### src/rtl/ponteh_gate.sv
// H-bridge gate driver with synchronised direction requests, programmable dead time
// between any gate change, and a latched fault on illegal (both-direction) requests.
module ponteh_gate (
  input  logic       CLK,
  input  logic       RST_N,
  input  logic       SH,
  input  logic       SA,
  input  logic [3:0] DT,
  input  logic       FLT_CLR,
  output logic       Q1,
  output logic       Q2,
  output logic       Q3,
  output logic       Q4,
  output logic       FAULT,
  output logic       BUSY
);

  typedef enum logic [2:0] {
    S_OFF   = 3'd0,
    S_DEAD  = 3'd1,
    S_FWD   = 3'd2,
    S_REV   = 3'd3,
    S_FAULT = 3'd4
  } state_t;

  state_t     state;
  state_t     state_nxt;
  state_t     cmd_state;
  logic [3:0] cnt;
  logic [3:0] cnt_nxt;
  logic [3:0] dt_load;
  logic       sh_p0, sh_p1;
  logic       sa_p0, sa_p1;
  logic       cmd_off;
  logic       cmd_bad;

  // Stage p0/p1: two-flop synchronisers for the asynchronous direction requests
  always_ff @(posedge CLK or negedge RST_N) begin
    if (!RST_N) begin
      sh_p0 <= 1'b0;
      sh_p1 <= 1'b0;
      sa_p0 <= 1'b0;
      sa_p1 <= 1'b0;
    end else begin
      sh_p0 <= SH;
      sh_p1 <= sh_p0;
      sa_p0 <= SA;
      sa_p1 <= sa_p0;
    end
  end

  assign cmd_off = !sh_p1 && !sa_p1;
  assign cmd_bad = sh_p1 && sa_p1;
  assign dt_load = (DT == 4'd0) ? 4'd1 : DT;

  always_comb begin
    cmd_state = S_OFF;
    if (sh_p1 && !sa_p1) cmd_state = S_FWD;
    else if (!sh_p1 && sa_p1) cmd_state = S_REV;
  end

  // Stage p2: control FSM; an illegal request outranks every other transition
  always_comb begin
    state_nxt = state;
    cnt_nxt   = cnt;
    if (cmd_bad && state != S_FAULT) begin
      state_nxt = S_FAULT;
      cnt_nxt   = 4'd0;
    end else begin
      case (state)
        S_OFF: begin
          if (!cmd_off) begin
            state_nxt = S_DEAD;
            cnt_nxt   = dt_load;
          end
        end
        S_FWD, S_REV: begin
          if (cmd_state != state) begin
            state_nxt = S_DEAD;
            cnt_nxt   = dt_load;
          end
        end
        S_DEAD: begin
          // Target follows the live command; only the counter decides when to leave
          if (cnt <= 4'd1) begin
            state_nxt = cmd_state;
            cnt_nxt   = 4'd0;
          end else begin
            cnt_nxt = cnt - 4'd1;
          end
        end
        S_FAULT: begin
          if (FLT_CLR && cmd_off) state_nxt = S_OFF;
        end
        default: begin
          state_nxt = S_OFF;
          cnt_nxt   = 4'd0;
        end
      endcase
    end
  end

  always_ff @(posedge CLK or negedge RST_N) begin
    if (!RST_N) begin
      state <= S_OFF;
      cnt   <= 4'd0;
    end else begin
      state <= state_nxt;
      cnt   <= cnt_nxt;
    end
  end

  // Moore decode straight from the state register, so reset clears gates at once
  always_comb begin
    Q1    = 1'b0;
    Q2    = 1'b0;
    Q3    = 1'b0;
    Q4    = 1'b0;
    FAULT = 1'b0;
    BUSY  = 1'b0;
    case (state)
      S_FWD: begin
        Q1 = 1'b1;
        Q4 = 1'b1;
      end
      S_REV: begin
        Q2 = 1'b1;
        Q3 = 1'b1;
      end
      S_DEAD:  BUSY  = 1'b1;
      S_FAULT: FAULT = 1'b1;
      default: ;
    endcase
  end

endmodule

### config.mk
export PLATFORM = sky130hd
export DESIGN_NAME = ponteh_gate
export DESIGN_NICKNAME = d
export VERILOG_FILES = /design/src/rtl/ponteh_gate.sv
export SDC_FILE = /design/constraint.sdc
export NUM_CORES = 1
export LEC_CHECK = 0
export CORE_UTILIZATION = 48
export CTS_BUF_LIST = sky130_fd_sc_hd__clkbuf_16
export CTS_CLUSTER_SIZE = 16
export DETAILED_ROUTE_END_ITERATION = 10
export HOLD_SLACK_MARGIN = 0.1
export PLACE_DENSITY = 0.76
export SETUP_SLACK_MARGIN = 0.2
export SLEW_MARGIN = 10
export SYNTH_ARGS = -nofsm -noshare
export SYNTH_HDL_FRONTEND = slang
export SYNTH_SLANG_ARGS = --single-unit
### constraint.sdc
create_clock -name CLK -period 2.1 [get_ports CLK]
set_clock_uncertainty 0.2 [all_clocks]
set_input_delay 0.525 -clock CLK [delete_from_list [all_inputs] [get_ports CLK]]
set_output_delay 0.525 -clock CLK [all_outputs]
set_load 0.01 [all_outputs]
==> impl_metrics.toml <==
[outcome]
run_status = "complete, no violations"

[grt]
grt_pass1_wl_mm = 2.297
grt_overflow = 0
first_global_vias = 523
track_usage = 0.2271
grt_start_max_net_pins = 12
grt_antenna_before_repair = 0

[power]
static_leakage_power_nw = 0.4514
powerDensity_nw_per_um2 = 1285
finalPower_mw = 1.244
ir_worst_vdd_mv = 1.056

[timing]
max_slew_margin = 0.6941
timing_hold_violations_final = 0
layout_min_cycle_time_ns = 1.868
setup_tns_ns = 0
final-setup-viol-count = 0
max_clock_freq_mhz = 535.2
setup_repair_after_global_routing_missed_its_margin = "yes"
fin_max_slew_vios = 0
final_min_period_over_clock_period = 0.8897
worst_pin_slew_ns = 0.4574

[final_layout]
post_route_cells_drive_above_1_share = 0.2842
multi_input_area_um2 = 397.9
n_antenna_cell = 0
nFillCells = 88
register_area_um2 = 277.8
num-nets-final = 110
area.growth.synth_to_final_pct = 38.96

[route]
drtAntennaViolNets = 0
post_drt_wl_per_cell_um = 13.85
detail_route.wirelength_mm = 1.524
vias_per_cell = 5.791
drcViolationCount = 0
met3_wirelength_um = 76
route.vias.total = 637
met2RoutedLength_um = 730
drt_initial_violations = 9
drt-met1-wl_um = 711
detail_route.first_pass.iterations = 4
highest_metal_layer_with_signal_wires = "met4"

[logic_synthesis]
postSynthCellCount = 72
cell_taking_the_most_area_after_synthesis = "dfrtp_1"
yosys_most_used_dff = "dfrtp_1"
synth_seq_cells = 11
yosys-top-cells-count = "11 x dfrtp_1, 8 x nor2_1, 5 x ha_1, 5 x inv_1, 4 x nor2b_1"
synth-edff-count = 0
syn-mean-instance-area_um2 = 9.679
synth.yosys.seq_area_share = 0.3950
yosys_warnings = 0
mappedNetlistArea_um2 = 696.9
synth_top_cells_by_area = "dfrtp_1 39%, ha_1 9.0%, nor2_1 4.3%, nor2b_1 3.6%, inv_1 2.7%"
post_synth_num_cell_types = 34
post-synth-top-count-cell = "dfrtp_1"
async_s_r_ff_share_synth = 1.000
syn-num-nets = 86
proportion_of_netlist_area_held_by_the_largest_area_contributor = 0.3950

[worst_hold_path]
worst_hold_path.num_cells = 0
path_class_of_the_lowest_slack_min_delay_path = "register to register"

[clock_tree]
cts.reportedPaths.clkPinSlew_ns = 0.04
cts_made_buffers = 3
cts.htree.levels = 1
max-clock-path-buffers = 2
cts_num_sinks = 11
tritoncts = "done"
cts_root_buf = "clkbuf_16"
clk_latency_ns = 0.23

[worst_setup_path]
cp_cell_sequence = "nor2_2 -> and2_4 -> buf_2"
critPathKind = "register to output port"
critPathArrivalTime_ns = 1.14
critical_path.max_fanout = 6
critical-path-slowest-cell = "dfrtp_2"
critical_path.endpoint_type = "output port"
rr_worst_depth = 6
cp.required_ns = 1.37
worstSetupStartpointType = "register"
crit_path_max_incr_delay_ns = 0.45

[placed_design]
io_buffer_count = 14
detailedPlacementHpwl_mm = 1.126
place.gp.congestion = 0.7791

[floorplan]
rows = 13
fp.dieArea_um2 = 1608
io_pins = 15
die_w_um = 40.11
initial_utilization = 0.5225
floorplan.core_area_um2 = 1334
die_height_um = 40.11

[flow_run]
maxCapViolations = 0
==> where the power goes <==
part | leakage (nW) | internal, mW | switching, mW | total, mW
registers | 0.135 | 0.268 | 0.0740 | 0.342
clock network | 0.0423 | 0.249 | 0.0814 | 0.330
logic | 0.274 | 0.297 | 0.276 | 0.572
==> through the flow <==
step | utilization | cells | setup WS, ns | cell area [um^2] | hold WS, ns
detailed placement | 0.6492 | 102 | 0.03646 | 865.8 | 0.1397
global placement | 0.6492 | 102 | 0.09692 | 865.8 | 0.1390
CTS | 0.7280 | 110 | 0.1961 | 970.9 | 0.1486
floorplan | - | 72 | 0.3527 | 696.9 | 0.02941
global route | 0.7261 | 110 | 0.1769 | 968.4 | 0.1609
finish | 0.7261 | 110 | 0.2317 | 968.4 | 0.1461
==> state kept, by name, indices dropped and copies added, names as in the netlist <==
register and cells:
sa_p1 1, state 3, sh_p1 1, sh_p0 1, cnt 4, sa_p0 1
==> worst max-delay path, delay by kind of cell (launching register included) <==
| kind | cells | cell delay, ns |
|---|---|---|
| buffers and inverters | 1 | 0.13 |
| flip-flops | 1 | 0.45 |
| AND/OR/NAND/NOR | 2 | 0.33 |
==> layer usage <==
| layer | up-vias | global-route usage |
|---|---|---|
| met2 | 23 | 0.3226 |
| li1 | 308 | - |
| met4 | 0 | 0.1034 |
| met3 | 2 | 0.05000 |
| met5 | - | 0 |
| met1 | 304 | 0.3262 |
==> logic make-up (layout without fill, tap and decap cells) <==
family                   after synthesis  after routing  share of synthesized area
AO/OA/AOI/OAI                         16             16                     0.1795
buffers and inverters                  8             31                    0.05564
flip-flops                            11             11                     0.3950
AND/OR/NAND/NOR                       30             30                     0.2550
XOR/XNOR                               2              2                    0.02514
adder cells (fa/ha/maj)                5              5                    0.08977
==> worst paths after layout <==
| path | slack [ns] | endpoint | from |
|---|---|---|---|
| max | 0.23 | FAULT | state[1]$_DFFE_PN0P_ |
| min | 0.15 | sh_p1$_DFF_PN0_ | sh_p0$_DFF_PN0_ |
| max reg2reg | 0.24 | cnt[3]$_DFFE_PN0P_ | sa_p1$_DFF_PN0_ |
| min reg2reg | 0.15 | sh_p1$_DFF_PN0_ | sh_p0$_DFF_PN0_ |
| max in group asynchronous | 0.95 | state[1]$_DFFE_PN0P_ | RST_N |
| min in group asynchronous | 0.41 | sa_p0$_DFF_PN0_ | RST_N |
==> repair_timing <==
action / CTS / global route
pin swaps: 1 / 1
resized for setup: 25 / 4
buffers inserted: 4 / 0
setup endpoints to repair: 6 / 5
hold buffers: 0 / 0
==> cells in the final DEF (no fill, tap or decap), drive strengths merged, types with 2 or more instances in the layout <==
cell	count
a22o	2
nor2	8
nand3	2
dfrtp	11
inv	6
o2bb2ai	2
nor2b	4
o21ai	3
nor3	3
nand2	3
buf	13
ha	5
clkbuf	3
o31ai	2
or2	2
clkdlybuf4s50	8
==> layout make-up <==
cell class	count	area share
clock buffer	3	0.07752
clock inverter	1	0.003876
inverter	5	0.01938
multi-input combinational	53	0.4109
sequential	11	0.2868
tap	15	0.01938
timing repair buffer	22	0.1822
Power figures use the tool's default switching activity.
